## src/rtl/pipe_pkg.sv

```systemverilog
// Shared definitions for pipeline-stage registers: handshake FSM states and
// the saturation limit used by performance counters.
package pipe_pkg;

  typedef enum logic [1:0] {
    EMPTY = 2'd0,
    FULL  = 2'd1,
    SKID  = 2'd2
  } pipe_state_e;

  // All-ones value for a counter of width w (w <= 64).
  function automatic logic [63:0] sat_max(input int w);
    if (w >= 64) return '1;
    return (64'd1 << w) - 64'd1;
  endfunction

endpackage

```

## src/rtl/pipe_sat_counter.sv

```systemverilog
// Saturating up-counter for performance monitoring; holds at all-ones and
// clears only on reset.
module pipe_sat_counter
  import pipe_pkg::*;
#(
  parameter int CNT_W = 16
) (
  input  logic             clk_i,
  input  logic             rst_n_i,
  input  logic             inc_i,
  output logic [CNT_W-1:0] cnt_o
);

  localparam logic [CNT_W-1:0] CNT_MAX = CNT_W'(sat_max(CNT_W));

  logic [CNT_W-1:0] cnt_q;

  always_ff @(posedge clk_i) begin
    if (!rst_n_i) begin
      cnt_q <= '0;
    end else if (inc_i && (cnt_q != CNT_MAX)) begin
      cnt_q <= cnt_q + CNT_W'(1);
    end
  end

  assign cnt_o = cnt_q;

endmodule

```

## src/rtl/pipe_stage_reg.sv

```systemverilog
// Ready/valid pipeline-stage register with a two-entry skid buffer, explicit
// stall/flush controls and a saturating back-pressure counter.
module pipe_stage_reg
  import pipe_pkg::*;
#(
  parameter int DATA_W        = 64,
  parameter int CNT_W         = 16,
  parameter bit ZERO_ON_FLUSH = 1'b1
) (
  input  logic              clk_i,
  input  logic              rst_n_i,
  input  logic              in_valid_i,
  input  logic [DATA_W-1:0] in_data_i,
  output logic              in_ready_o,
  output logic              out_valid_o,
  output logic [DATA_W-1:0] out_data_o,
  input  logic              out_ready_i,
  input  logic              stall_i,
  input  logic              flush_i,
  output logic [CNT_W-1:0]  bp_cnt_o
);

  pipe_state_e       state_q, state_d;
  logic [DATA_W-1:0] main_q, main_d;
  logic [DATA_W-1:0] skid_q, skid_d;
  logic              accept;
  logic              drain;
  logic              bp_inc;

  // Handshake outputs decode the state register only, so out_ready_i and
  // stall_i never reach in_ready_o combinationally.
  assign in_ready_o  = (state_q != SKID);
  assign out_valid_o = (state_q != EMPTY);
  assign out_data_o  = main_q;

  assign accept = in_valid_i & in_ready_o;
  assign drain  = out_valid_o & out_ready_i & ~stall_i;
  assign bp_inc = out_valid_o & ~drain & ~flush_i;

  always_comb begin
    state_d = state_q;
    main_d  = main_q;
    skid_d  = skid_q;
    if (flush_i) begin
      state_d = EMPTY;
      if (ZERO_ON_FLUSH) begin
        main_d = '0;
        skid_d = '0;
      end
    end else begin
      unique case (state_q)
        EMPTY: begin
          if (accept) begin
            state_d = FULL;
            main_d  = in_data_i;
          end
        end
        FULL: begin
          if (accept && drain) begin
            main_d = in_data_i;
          end else if (accept) begin
            state_d = SKID;
            skid_d  = in_data_i;
          end else if (drain) begin
            state_d = EMPTY;
          end
        end
        SKID: begin
          if (drain) begin
            state_d = FULL;
            main_d  = skid_q;
          end
        end
        default: state_d = EMPTY;
      endcase
    end
  end

  // Stage boundary: state and payload registers
  always_ff @(posedge clk_i) begin
    if (!rst_n_i) begin
      state_q <= EMPTY;
      main_q  <= '0;
      skid_q  <= '0;
    end else begin
      state_q <= state_d;
      main_q  <= main_d;
      skid_q  <= skid_d;
    end
  end

  pipe_sat_counter #(
    .CNT_W(CNT_W)
  ) u_bp_cnt (
    .clk_i  (clk_i),
    .rst_n_i(rst_n_i),
    .inc_i  (bp_inc),
    .cnt_o  (bp_cnt_o)
  );

endmodule

```

## config.mk

```make
export PLATFORM = sky130hd
export DESIGN_NAME = pipe_stage_reg
export DESIGN_NICKNAME = d
export VERILOG_FILES = /design/src/rtl/pipe_pkg.sv /design/src/rtl/pipe_sat_counter.sv /design/src/rtl/pipe_stage_reg.sv
export SDC_FILE = /design/constraint.sdc
export NUM_CORES = 1
export LEC_CHECK = 0
export CAP_MARGIN = 25
export CORE_ASPECT_RATIO = 1.25
export CORE_MARGIN = 4
export CORE_UTILIZATION = 29
export CTS_BUF_LIST = sky130_fd_sc_hd__clkbuf_8
export CTS_CLUSTER_SIZE = 12
export DETAILED_ROUTE_END_ITERATION = 8
export GPL_TIMING_DRIVEN = 1
export PLACE_DENSITY_LB_ADDON = 0.08
export REMOVE_ABC_BUFFERS = 1
export SYNTH_ARGS = -nofsm -noshare
export SYNTH_HDL_FRONTEND = slang
export SYNTH_SLANG_ARGS = --single-unit
```

## constraint.sdc

```tcl
create_clock -name clk_i -period 2.1 [get_ports clk_i]
set_input_delay 0.63 -clock clk_i [delete_from_list [all_inputs] [get_ports clk_i]]
set_output_delay 0.63 -clock clk_i [all_outputs]
set_load 0.02 [all_outputs]
```

## Word-level counts from Yosys, hierarchy flattened

Index checks and enable logic that the tools add are counted.

- Register bits after elaboration: 146
- Bits of input ports: 70
- Output and inout bits: 82
- Word-level logic and storage cells: 43

- $add $sub $neg: 1
- Equality and inequality tests: 9
- Mux-type cells: 10
- Bitwise logic cells: 10
- Reduce and logical (&&, ||, !) cells: 9

Operators with widths:

| operator | number |
|---|---|
| $mux 64 | 3 |
| $pmux 64 s3 | 1 |
| $add 16x1->16 const B | 1 |
| $ne 16x16->1 const B | 1 |
| $mux 2 | 5 |
| $ne 2x2->1 const B | 5 |
| $reduce_and 4->1 | 2 |
| $pmux 2 s3 | 1 |
| $and 1x1->1 | 5 |
| $not 1->1 | 5 |
| $ne 3x3->1 const B | 1 |
| $reduce_and 3->1 | 1 |
| $reduce_bool 3->1 | 1 |
| $eq 2x1->1 const B | 1 |
| $eq 2x2->1 const B | 1 |
| $logic_and 1x1->1 | 2 |
| $logic_not 2->1 | 1 |
| $reduce_bool 2->1 | 1 |
| $reduce_or 2->1 | 1 |

## Depth between registers and ports, before layout

Gate-level depths: netlist of the first run.

- Word-level depth: 7
- Mapped depth: 8

## By module

Synthesis of the first run repeated with hierarchy kept, for this count alone.

- Cell total of the unflattened synthesis: 688
- Area total of the unflattened synthesis: 6,414.9 um2

By module, submodules not included:

| module | times used | cells an instance | area each (um2) |
|---|---|---|---|
| pipe_stage_reg | 1 | 591 | 5,577.8 |
| pipe_sat_counter | 1 | 97 | 837.1 |

## Worst setup path before layout of the first run

Ideal clock, no wire load.

- Kind: input-to-reg
- Start point: input port out_ready_i
- End point: register u_bp_cnt.cnt_q[12] (netlist: u_bp_cnt.cnt_o[12])
- Data arrival time: 1,871 ps
- Required time: 2,027 ps
- Path slack: 156 ps
- Stages: 5
- Cells stage by stage: nor2b_1 > or3_4 > buf_6 > or4_1 > a21oi_1

- Word-level cells in the longest chain between the ends: 6

RTL lines:

| element | RTL line | source |
|---|---|---|
| from (decl) | pipe_stage_reg.sv:17 | `input logic out_ready_i,` |
| $and 1x1->1 (2 in series) | pipe_stage_reg.sv:37 | `assign drain = out_valid_o & out_ready_i & ~stall_i;` |
| $not 1->1 | pipe_stage_reg.sv:38 | `assign bp_inc = out_valid_o & ~drain & ~flush_i;` |
| $and 1x1->1 (2 in series) | pipe_stage_reg.sv:38 |  |
| $logic_and 1x1->1 | pipe_sat_counter.sv:21 | `end else if (inc_i && (cnt_q != CNT_MAX)) begin` |
| to (signal assigned) | pipe_sat_counter.sv:22 | `cnt_q <= cnt_q + CNT_W'(1);` |
| to (decl) | pipe_sat_counter.sv:16 | `logic [CNT_W-1:0] cnt_q;` |

No other way between the ends.
A chain may end at the register's enable or synchronous reset.

## Worst setup path after layout of the first run

- Start point: register main_q[18] (netlist: out_data_o[18])
- End point: output port out_data_o[18]

RTL lines:

| element | RTL line | source |
|---|---|---|
| from (decl) | pipe_stage_reg.sv:24 | `logic [DATA_W-1:0] main_q, main_d;` |
| from (signal assigned) | pipe_stage_reg.sv:87 | `main_q <= main_d;` |
| to (decl) | pipe_stage_reg.sv:16 | `output logic [DATA_W-1:0] out_data_o,` |

No word-level cell between the ends.

==> results of run 1 <==
path summary, 6_finish.rpt:
| path | slack (ps) | endpoint |
|---|---|---|
| worst min-delay path | 460 | skid_q[9]$_SDFFE_PP0P_ |
| worst max register to register | 210 | u_bp_cnt.cnt_o[5]$_SDFFE_PN0P_ |
| worst max-delay path | 50 | out_data_o[18] |
| worst min register to register | 460 | skid_q[9]$_SDFFE_PP0P_ |
what timing repair did:
action                     in CTS  in global routing
setup buffers                   0                  0
pin swaps                       0                  1
gates resized for setup        34                 34
setup endpoints to repair      31                 49
final cells by class:
| class | count | area (µm²) |
|---|---|---|
| inverter | 4 | 15.0 |
| clock inverter | 11 | 77.6 |
| tap | 270 | 338 |
| multi-input combinational | 482 | 2940 |
| fill | 2028 | 11900 |
| timing repair buffer | 188 | 1990 |
| clock buffer | 19 | 262 |
| sequential | 146 | 2920 |
per-layer routing:
| metal | vias to the layer above | wire length [µm] | part of all wire [%] | GRT usage [%] |
|---|---|---|---|---|
| li1 | 2761 | - | - | - |
| met1 | 2697 | 8060 | 42 | 19.0 |
| met2 | 142 | 9790 | 51 | 29.8 |
| met3 | 32 | 995 | 5.1 | 4.52 |
| met4 | 0 | 486 | 2.5 | 6.21 |
| met5 | - | 0 | 0 | 0 |
registers in the layout (all words and copies together), names as in the netlist:
name and count:
state_q 2, out_data_o 64, skid_q 64, u_bp_cnt.cnt_o 16
cell families (layout without fill, tap and decap cells):
family	count (synthesis)	in the layout	share of synthesized area [%]
adders and majority gates	1	1	0.206
buffers and inverters	65	222	4.44
DFF	146	146	48.1
AOI/OAI and AO/OA	153	153	15.8
muxes	70	70	11.5
and+or+nand+nor	258	258	20.0
through the flow:
stage | instance area (µm²) | cells | hold WS, ps | TNS, ps
after floorplan | 5830 | 632 | 436 | -330450
after detailed placement | 8150 | 1090 | 446 | -39710
after global placement | 8150 | 1090 | 441 | -36810
final | 8540 | 1120 | 455 | 0
after global routing | 8540 | 1120 | 477 | 0
after CTS | 8460 | 1120 | 457 | 0
report_power, final:
part           total (mW)  internal [mW]  switching, mW
sequential           2.88           2.84         0.0459
combinational       0.762          0.366          0.396
clock                1.98          0.955           1.02
total                5.62           4.16           1.46
cells in the final DEF, fill, tap and decap left out, types with 2 or more instances in the layout:
| cell | count |
|---|---|
| a211oi_1 | 64 |
| a21oi_1 | 76 |
| and3_1 | 3 |
| buf_12 | 13 |
| buf_4 | 23 |
| clkbuf_8 | 19 |
| clkdlybuf4s50_1 | 91 |
| clkinv_2 | 2 |
| clkinvlp_4 | 2 |
| dfxtp_1 | 146 |
| dlygate4sd2_1 | 29 |
| dlymetal6s2s_1 | 29 |
| inv_1 | 9 |
| mux2i_1 | 70 |
| nand2_1 | 140 |
| nand2b_1 | 7 |
| nand3_1 | 3 |
| nand4_1 | 5 |
| nor2_1 | 5 |
| nor2b_1 | 2 |
| nor3_1 | 64 |
| nor4_1 | 4 |
| nor4b_1 | 3 |
| o21ai_0 | 2 |
| o31ai_1 | 6 |
| or4_1 | 6 |
==> qor.tcl, run 1 <==
set qor(status) {completed}
set qor(viasPerCell) 5.03
set qor(p_leak_nw) 3.94
set qor(detailedRoute.firstIterationViolations) 288
set qor(postSynth.asyncResetShare_pct) 0
set qor(yosys_register_bits) 146
set qor(synth.yosys.seq_area_share_pct) 48.1
set qor(floorplan.initialDensity_pct) 29.8
set qor(synth_enable_flop_cells) 0
set qor(arrival_ps) 1420
set qor(ys_warn_count) 0
set qor(hold_path_origin) {skid_q[9]$_SDFFE_PP0P_}
set qor(num_clock_sinks) 146
set qor(max-vdd-ir-drop_v) 0.000403
set qor(final_util_pct) 41.9
set qor(clkSlewWorstSetupHoldPaths_ps) 80
set qor(fmax_mhz) 487
set qor(io-pin-count) 152
set qor(via_count_of_the_first_global_routing_pass) 5872
set qor(power_density_nw_per_um2) 658
set qor(startpoint) {out_data_o[18]$_SDFFE_PP0P_}
set qor(crit_path_cell_trace) {clkdlybuf4s50_1}
set qor(data_required_time_of_the_worst_path_ps) 1470
set qor(leading_post_synthesis_cells_by_instance_count) {dfxtp_1 (146), nand2_1 (140), a21oi_1 (76)}
set qor(drc) 0
set qor(vias) 5632
set qor(tightestPinTransition_ps) 501
set qor(diodes) 0
set qor(drtPass1Iterations) 4
set qor(final.min_clock_period_ps) 2050
set qor(post_synthesis_cell_type_count) 41
set qor(setup_ws_ps) 46.9
set qor(setup_viol) 0
set qor(hold_violations) 0
set qor(fin_total_pwr_mw) 5.62
set qor(tritoncts_clock_tree) {built}
set qor(detailed_placement_hpwl_mm) 13.0
set qor(yosys-top-cells-area) {dfxtp_1 (48%), mux2i_1 (12%), nand2_1 (8.6%)}
set qor(worstHoldPathCells) 2
set qor(crit-reg2reg-launch) {u_bp_cnt.cnt_o[0]$_SDFFE_PN0P_}
set qor(routed_wl_mm) 19.3
set qor(worst_slew_margin_relative_to_its_limit_pct) 66.6
set qor(avgSynthCellArea_um2) 8.77
set qor(gp_routability_congestion) 0.921
set qor(post-synth-top-count-cell) {dfxtp_1}
set qor(die_x_um) 138
set qor(skew_ps) 8.09
set qor(core_um2) 20400
set qor(reg2reg_depth) 7
set qor(cp_top_family) {buffers and inverters}
set qor(timing.setup.critical_path_class) {flip-flop to output port}
set qor(track_usage_pct) 16.8
set qor(layout-drive-gt1-share_pct) 8.82
set qor(wire_length_of_the_first_global_routing_pass_mm) 30.6
set qor(critical_path.slowest_cell) {clkdlybuf4s50_1}
set qor(ant_nets) 0
set qor(placementRows) 58
set qor(antenna_found_initial) 0
set qor(min_period_over_period_pct) 97.8
set qor(cp_num_cells) 1
set qor(maxSlewViolCount) 0
set qor(worstPathMaxFanout) 2
set qor(setup_repair_after_global_routing_missed_its_margin) {no}
set qor(startpoint_class) {flip-flop}
set qor(synth_top_area_share_pct) 48.1
set qor(final_net_count) 910
set qor(synth.cell_area_um2) 6080
set qor(min-delay-path-class) {flip-flop to flip-flop}
set qor(avgRoutedWirePerCell_um) 17.3
set qor(timing.critical_path.slowest_cell_delay_ps) 620
set qor(place_worst_setup_slack_ps) -398
set qor(cts_inserted_buffers) 17
set qor(synth-main-ff-cell) {dfxtp_1}
set qor(die_area_um2) 23400
set qor(count_of_h_tree_levels_built_during_cts) 4
set qor(grt_overflow_total) 0
set qor(max-clock-path-buffers) 2
set qor(syn_inst) 693
set qor(synth_top_area_cell) {dfxtp_1}
set qor(die_y_um) 170
set qor(timing.critical_path.to_type) {output port}
set qor(insertion_delay_ps) 440
set qor(grt_start_max_net_pins) 66
set qor(port-buffer-count) 151
set qor(holdBufCountCts) 0
set qor(max_cap_viol_count) 0
set qor(worstPathBufferInverterCount) 1
set qor(area.growth.synth_to_final_pct) 40.4
set qor(cts.root.buffer_cell) {clkbuf_8}
No activity file was read; power rests on OpenSTA's default activity.
==> inputs of run 2 (changes only) <==
--- a/config.mk
+++ b/config.mk
@@ -6,6 +6,8 @@
 export NUM_CORES = 1
 export LEC_CHECK = 0
 export CAP_MARGIN = 25
+export CELL_PAD_IN_SITES_DETAIL_PLACEMENT = 2
+export CELL_PAD_IN_SITES_GLOBAL_PLACEMENT = 2
 export CORE_ASPECT_RATIO = 1.25
 export CORE_MARGIN = 4
 export CORE_UTILIZATION = 29
==> qor.tcl, run 2 (synthesis results as in run 1) <==
set qor(gp_routability_congestion) 0.758 ;# -18%
set qor(crit_path_cell_trace) {clkdlybuf4s50_1, nand2b_1, nor3b_4, buf_4, buf_12, nor3_1, a211oi_1}
set qor(place_worst_setup_slack_ps) -499 ;# -101 ps
set qor(worstPathMaxFanout) 20 ;# +18
set qor(worst_slew_margin_relative_to_its_limit_pct) 57.6 ;# -9.0 points
set qor(placementRows) 58 ;# unchanged
set qor(status) {completed}
set qor(diodes) 0 ;# unchanged
set qor(maxSlewViolCount) 0 ;# unchanged
set qor(fin_total_pwr_mw) 5.92 ;# +5.4%
set qor(antenna_found_initial) 0 ;# unchanged
set qor(layout.area.seq_um2) 2930 ;# +0.13%
set qor(drc) 0 ;# unchanged
set qor(cp_top_family) {buffers and inverters}
set qor(wire_length_of_the_first_global_routing_pass_mm) 35.0 ;# +14%
set qor(die_area_um2) 23400 ;# unchanged
set qor(count_of_h_tree_levels_built_during_cts) 4 ;# unchanged
set qor(mostFrequentLayoutCells) {dfxtp_1 (145), nand2_1 (140), clkdlybuf4s50_1 (85)}
set qor(tightestPinTransition_ps) 636 ;# +135 ps
set qor(post_cts_setup_buffer_count) 0 ;# unchanged
set qor(wl_met2_mm) 11.5 ;# +17%
set qor(data_required_time_of_the_worst_path_ps) 2440 ;# +970 ps
set qor(cts_inserted_buffers) 17 ;# unchanged
set qor(timing.setup.critical_path_class) {primary input to flip-flop}
set qor(track_usage_pct) 19.0 ;# +2.2 points
set qor(multi_input_area_um2) 2950 ;# +0.34%
set qor(final.min_clock_period_ps) 2050 ;# -4.48 ps
set qor(detailedRoute.firstIterationViolations) 261 ;# -9.4%
set qor(insertion_delay_ps) 450 ;# about the same
set qor(drtPass1Iterations) 4 ;# unchanged
set qor(hold_violations) 0 ;# unchanged
set qor(detailed_placement_hpwl_mm) 15.0 ;# +16%
set qor(worstPathBufferInverterCount) 3 ;# +2
set qor(avgRoutedWirePerCell_um) 19.4 ;# +12%
set qor(vias) 5764 ;# +2.3%
set qor(critical_path.slowest_cell) {clkdlybuf4s50_1}
set qor(clkSlewWorstSetupHoldPaths_ps) 90 ;# about the same
set qor(final.setup.tns_ps) 0 ;# unchanged
set qor(timing.critical_path.to_type) {flip-flop}
set qor(highest_metal_layer_with_signal_wires) {met4}
set qor(final_design_area_no_fill_um2) 8590 ;# +0.66%
set qor(die_y_um) 170 ;# unchanged
set qor(max-vdd-ir-drop_v) 0.000335 ;# -17%
set qor(layout-drive-gt1-share_pct) 9.64 ;# +0.81 points
set qor(setup_repair_after_global_routing_missed_its_margin) {yes}
set qor(max-clock-path-buffers) 2 ;# unchanged
set qor(viasPerCell) 5.14 ;# +2.3%
set qor(wl_met1_mm) 8.96 ;# +11%
set qor(final_net_count) 909 ;# -0.11%
set qor(skew_ps) 16.6 ;# +8.53 ps
set qor(setup_viol) 0 ;# unchanged
set qor(postPlaceCellArea_um2) 8120 ;# -0.40%
set qor(via_count_of_the_first_global_routing_pass) 6559 ;# +12%
set qor(routed_wl_mm) 21.7 ;# +12%
set qor(p_leak_nw) 3.99 ;# +1.1%
set qor(power_density_nw_per_um2) 689 ;# +4.7%
set qor(tritoncts_clock_tree) {built}
set qor(grt_overflow_total) 0 ;# unchanged
set qor(min-delay-path-class) {flip-flop to flip-flop}
set qor(io-pin-count) 152 ;# unchanged
set qor(fill_cells) 2218 ;# +9.4%
set qor(met3_length_um) 987 ;# -0.80%
set qor(most_common_cell_after_layout_fill_and_taps_aside) {dfxtp_1}
set qor(startpoint_class) {primary input}
set qor(floorplan.initialDensity_pct) 29.8 ;# unchanged
set qor(setup_ws_ps) 51.4 ;# +4.48 ps
set qor(die_x_um) 138 ;# unchanged
set qor(max_cap_viol_count) 0 ;# unchanged
set qor(core_um2) 20400 ;# unchanged
set qor(arrival_ps) 2390 ;# +970 ps
set qor(cts.root.buffer_cell) {clkbuf_8}
set qor(ant_nets) 0 ;# unchanged
set qor(area.growth.synth_to_final_pct) 41.3
set qor(grt_start_max_net_pins) 41 ;# -38%
set qor(min_period_over_period_pct) 97.6 ;# -0.21 points
set qor(port-buffer-count) 151 ;# unchanged
set qor(timing.critical_path.slowest_cell_delay_ps) 420 ;# -200 ps
set qor(fmax_mhz) 488 ;# +0.22%
set qor(num_clock_sinks) 146 ;# unchanged
-- run 2: cell count changes in the layout (fill, tap and decap cells not counted), sizes merged --
| cell | previous run | this run |
|---|---|---|
| dlygate4sd2 | 29 | 34 |
| clkbuf | 20 | 18 |
| clkinv | 3 | 5 |
| inv | 9 | 8 |
| dlymetal6s2s | 29 | 31 |
| buf | 37 | 36 |
| clkdlybuf4s50 | 91 | 85 |
| clkinvlp | 2 | 3 |
| bufinv | 1 | 2 |
-- run 2: per-layer routing --
| layer | track usage, % | up-vias |
|---|---|---|
| met3 | 4.58 | 17 |
| met5 | 0 | - |
| met2 | 34.8 | 96 |
| met4 | 5.56 | 0 |
| li1 | - | 2758 |
| met1 | 21.5 | 2893 |
-- run 2: repair_timing --
action / CTS / global route
setup endpoints to repair: 38 / 43
resized for setup: 39 / 39
endpoints found under the hold margin: 0 / 0
hold buffers: 0 / 0
-- run 2: final cells by class --
type                            count  share of cell area (%)
Clock buffer                       18                    2.88
Clock inverter                     14                    1.81
Inverter                            4                   0.175
Multi-Input combinational cell    482                    34.3
Sequential cell                   146                    34.1
Tap cell                          270                    3.93
Timing Repair Buffer              187                    22.9
-- run 2: worst register-to-register path, cell delays in order, from the launching register on --
cell     delay (ps)
dfxtp_1         400
ha_1            210
nand4_1         260
nor4b_4         480
buf_4           230
nor4b_1          70
mux2i_1         130
-- run 2: final timing paths --
check	from	end	slack, ps	cells after the start
setup reg to reg	u_bp_cnt.cnt_o[0]$_SDFFE_PN0P_	u_bp_cnt.cnt_o[9]$_SDFFE_PN0P_	180	6
hold / removal	skid_q[0]$_SDFFE_PP0P_	skid_q[0]$_SDFFE_PP0P_	460	2
hold reg to reg	skid_q[0]$_SDFFE_PP0P_	skid_q[0]$_SDFFE_PP0P_	460	2
setup / recovery	stall_i	out_data_o[63]$_SDFFE_PP0P_	50	7
-- run 2: report_power, final --
group	switching (mW)	internal, mW
registers	0.0452	2.84
clock network	1.17	1.10
logic	0.409	0.357
total	1.62	4.30
-- run 2: metrics by stage --
stage | hold WS [ps] | instances | util, %
finish | 461 | 1121 | 42.1
global route | 486 | 1121 | 42.1
global placement | 440 | 1089 | 39.8
floorplan | 436 | 632 | -
detailed placement | 451 | 1089 | 39.8
CTS | 464 | 1121 | 41.6
==> inputs of run 3 (changes only) <==
==> constraint.sdc (replaced) <==
create_clock -name clk_i -period 2.4 [get_ports clk_i]
set_input_delay 0.72 -clock clk_i [delete_from_list [all_inputs] [get_ports clk_i]]
set_output_delay 0.72 -clock clk_i [all_outputs]
set_load 0.02 [all_outputs]
==> qor.tcl, run 3 (synthesis results as in run 1) <==
set qor(min-delay-path-class) {flip-flop to flip-flop}
set qor(critical_path.slowest_cell) {clkdlybuf4s50_1}
set qor(hold_violations) 0 ;# unchanged
set qor(viasPerCell) 5.19 ;# +0.91%
set qor(max-clock-path-buffers) 2 ;# unchanged
set qor(max_cap_viol_count) 0 ;# unchanged
set qor(crit_path_cell_trace) {clkdlybuf4s50_1}
set qor(data_required_time_of_the_worst_path_ps) 1680 ;# -760 ps
set qor(fmax_mhz) 433
set qor(cts.root.buffer_cell) {clkbuf_8}
set qor(stdcell_count) 1120 ;# -0.089%
set qor(floorplan.initialDensity_pct) 29.8 ;# unchanged
set qor(reg2reg_depth) 6 ;# unchanged
set qor(die_x_um) 138 ;# unchanged
set qor(count_of_h_tree_levels_built_during_cts) 4 ;# unchanged
set qor(via_count_of_the_first_global_routing_pass) 6589 ;# +0.46%
set qor(avgRoutedWirePerCell_um) 19.5 ;# +0.87%
set qor(highest_metal_layer_with_signal_wires) {met4}
set qor(wire_length_of_the_first_global_routing_pass_mm) 35.2 ;# +0.43%
set qor(tightestPinTransition_ps) 626 ;# -9.55 ps
set qor(place_inst) 1088 ;# -0.092%
set qor(port-buffer-count) 151 ;# unchanged
set qor(timing.critical_path.slowest_cell_delay_ps) 670 ;# +250 ps
set qor(startpoint) {u_bp_cnt.cnt_o[5]$_SDFFE_PN0P_}
set qor(routed_wl_mm) 21.9 ;# +0.78%
set qor(max-vdd-ir-drop_v) 0.000303 ;# -9.5%
set qor(post_cts_setup_buffer_count) 0 ;# unchanged
set qor(crit-reg2reg-launch) {u_bp_cnt.cnt_o[0]$_SDFFE_PN0P_}
set qor(core_um2) 20400 ;# unchanged
set qor(worst_slew_margin_relative_to_its_limit_pct) 58.3 ;# +0.64 points
set qor(final.min_clock_period_ps) 2310
set qor(grt_start_max_net_pins) 51 ;# +24%
set qor(post_cts_resize_count) 3 ;# -92%
set qor(holdBufCountCts) 0 ;# unchanged
set qor(setup_viol) 0 ;# unchanged
set qor(io-pin-count) 152 ;# unchanged
set qor(area.growth.synth_to_final_pct) 39.9
set qor(timing.setup.critical_path_class) {flip-flop to output port}
set qor(cp_num_cells) 1 ;# -6
set qor(antenna_found_initial) 0 ;# unchanged
set qor(startpoint_class) {flip-flop}
set qor(num_clock_sinks) 146 ;# unchanged
set qor(met3_length_um) 995 ;# +0.81%
set qor(maxSlewViolCount) 0 ;# unchanged
set qor(vias) 5811 ;# +0.82%
set qor(tritoncts_clock_tree) {built}
set qor(final_util_pct) 41.7 ;# -0.42 points
set qor(detailedRoute.firstIterationViolations) 230 ;# -12%
set qor(mostFrequentLayoutCells) {clkdlybuf4s50_1 (149), dfxtp_1 (145), nand2_1 (140)}
set qor(timing.critical_path.to_type) {output port}
set qor(diodes) 0 ;# unchanged
set qor(worstPathBufferInverterCount) 1 ;# -2
set qor(final_net_count) 908 ;# -0.11%
set qor(worstHoldPathCells) 2 ;# unchanged
set qor(postPlaceCellArea_um2) 8100 ;# -0.25%
set qor(arrival_ps) 1590 ;# -800 ps
set qor(hold_path_origin) {skid_q[51]$_SDFFE_PP0P_}
set qor(placementRows) 58 ;# unchanged
set qor(most_common_cell_after_layout_fill_and_taps_aside) {clkdlybuf4s50_1}
set qor(p_leak_nw) 3.30 ;# -17%
set qor(clkSlewWorstSetupHoldPaths_ps) 90 ;# about the same
set qor(final_design_area_no_fill_um2) 8510 ;# -0.99%
set qor(skew_ps) 13.7 ;# -2.92 ps
set qor(final.setup.tns_ps) 0 ;# unchanged
set qor(wl_met2_mm) 11.4 ;# -0.94%
set qor(setup_repair_after_global_routing_missed_its_margin) {no}
set qor(die_area_um2) 23400 ;# unchanged
set qor(gp_routability_congestion) 0.735 ;# -3.0%
set qor(die_y_um) 170 ;# unchanged
set qor(insertion_delay_ps) 460 ;# about the same
set qor(min_period_over_period_pct) 96.2
set qor(cts_inserted_buffers) 17 ;# unchanged
set qor(fin_total_pwr_mw) 5.23 ;# -12%
set qor(status) {completed}
set qor(cp_top_family) {buffers and inverters}
set qor(wl_met1_mm) 9.15 ;# +2.1%
set qor(power_density_nw_per_um2) 615 ;# -11%
set qor(ant_nets) 0 ;# unchanged
set qor(layout-drive-gt1-share_pct) 9.29 ;# -0.34 points
set qor(drc) 0 ;# unchanged
set qor(worstPathMaxFanout) 8 ;# -60%
set qor(detailed_placement_hpwl_mm) 15.1 ;# +0.40%
set qor(grt_overflow_total) 0 ;# unchanged
set qor(drtPass1Iterations) 4 ;# unchanged
set qor(track_usage_pct) 19.0 ;# +0.086 points
## run 3: changes by cell type in the layout (fill, tap and decap cells not counted), sizes merged
cell | before | now
clkbuf | 18 | 21
clkdlybuf4s15 | 1 | 0
dlymetal6s2s | 31 | 0
inv | 8 | 5
buf | 36 | 35
clkinv | 5 | 6
dlygate4sd2 | 34 | 2
clkdlybuf4s50 | 85 | 149
clkinvlp | 3 | 2
## run 3: final timing paths
check | end | slack, ps
setup / recovery | bp_cnt_o[5] | 90
hold / removal | skid_q[51]$_SDFFE_PP0P_ | 460
setup reg to reg | u_bp_cnt.cnt_o[1]$_SDFFE_PN0P_ | 350
hold reg to reg | skid_q[51]$_SDFFE_PP0P_ | 460
## run 3: per-layer routing
metal / track usage, % / vias up
met5: 0 / -
met4: 6.12 / 0
met3: 4.46 / 21
met2: 34.3 / 110
met1: 22.0 / 2924
li1: - / 2756
## run 3: worst reg2reg max path: cells and delay by family (launching register included)
kind | cells | cell delay [ps]
buffers and inverters | 1 | 270
DFF | 1 | 400
AOI/OAI and AO/OA | 2 | 320
adders and majority gates | 1 | 260
and+or+nand+nor | 2 | 730
## run 3: through the flow
| stage | hold WS (ps) | setup WS (ps) |
|---|---|---|
| 5_1_grt | 486 | 3.79 |
| 3_3_place_gp | 440 | -78.9 |
| 6_report | 462 | 90.7 |
| 2_1_floorplan | 436 | -3790 |
| 3_5_place_dp | 452 | -254 |
| 4_1_cts | 464 | 45.7 |
## run 3: area by class of cell
type | instances | area [µm²]
fill | 2221 | 11900
sequential | 146 | 2920
multi-input combinational | 482 | 2920
timing repair buffer | 186 | 1900
tap | 270 | 338
clock buffer | 21 | 289
clock inverter | 11 | 125
inverter | 4 | 15.0
## run 3: report_power, final
group          internal (mW)  switching (mW)  leakage [nW]
combinational          0.321           0.360          1.90
clock                   1.04           0.992         0.209
sequential              2.48          0.0398          1.19
total                   3.84            1.39          3.30
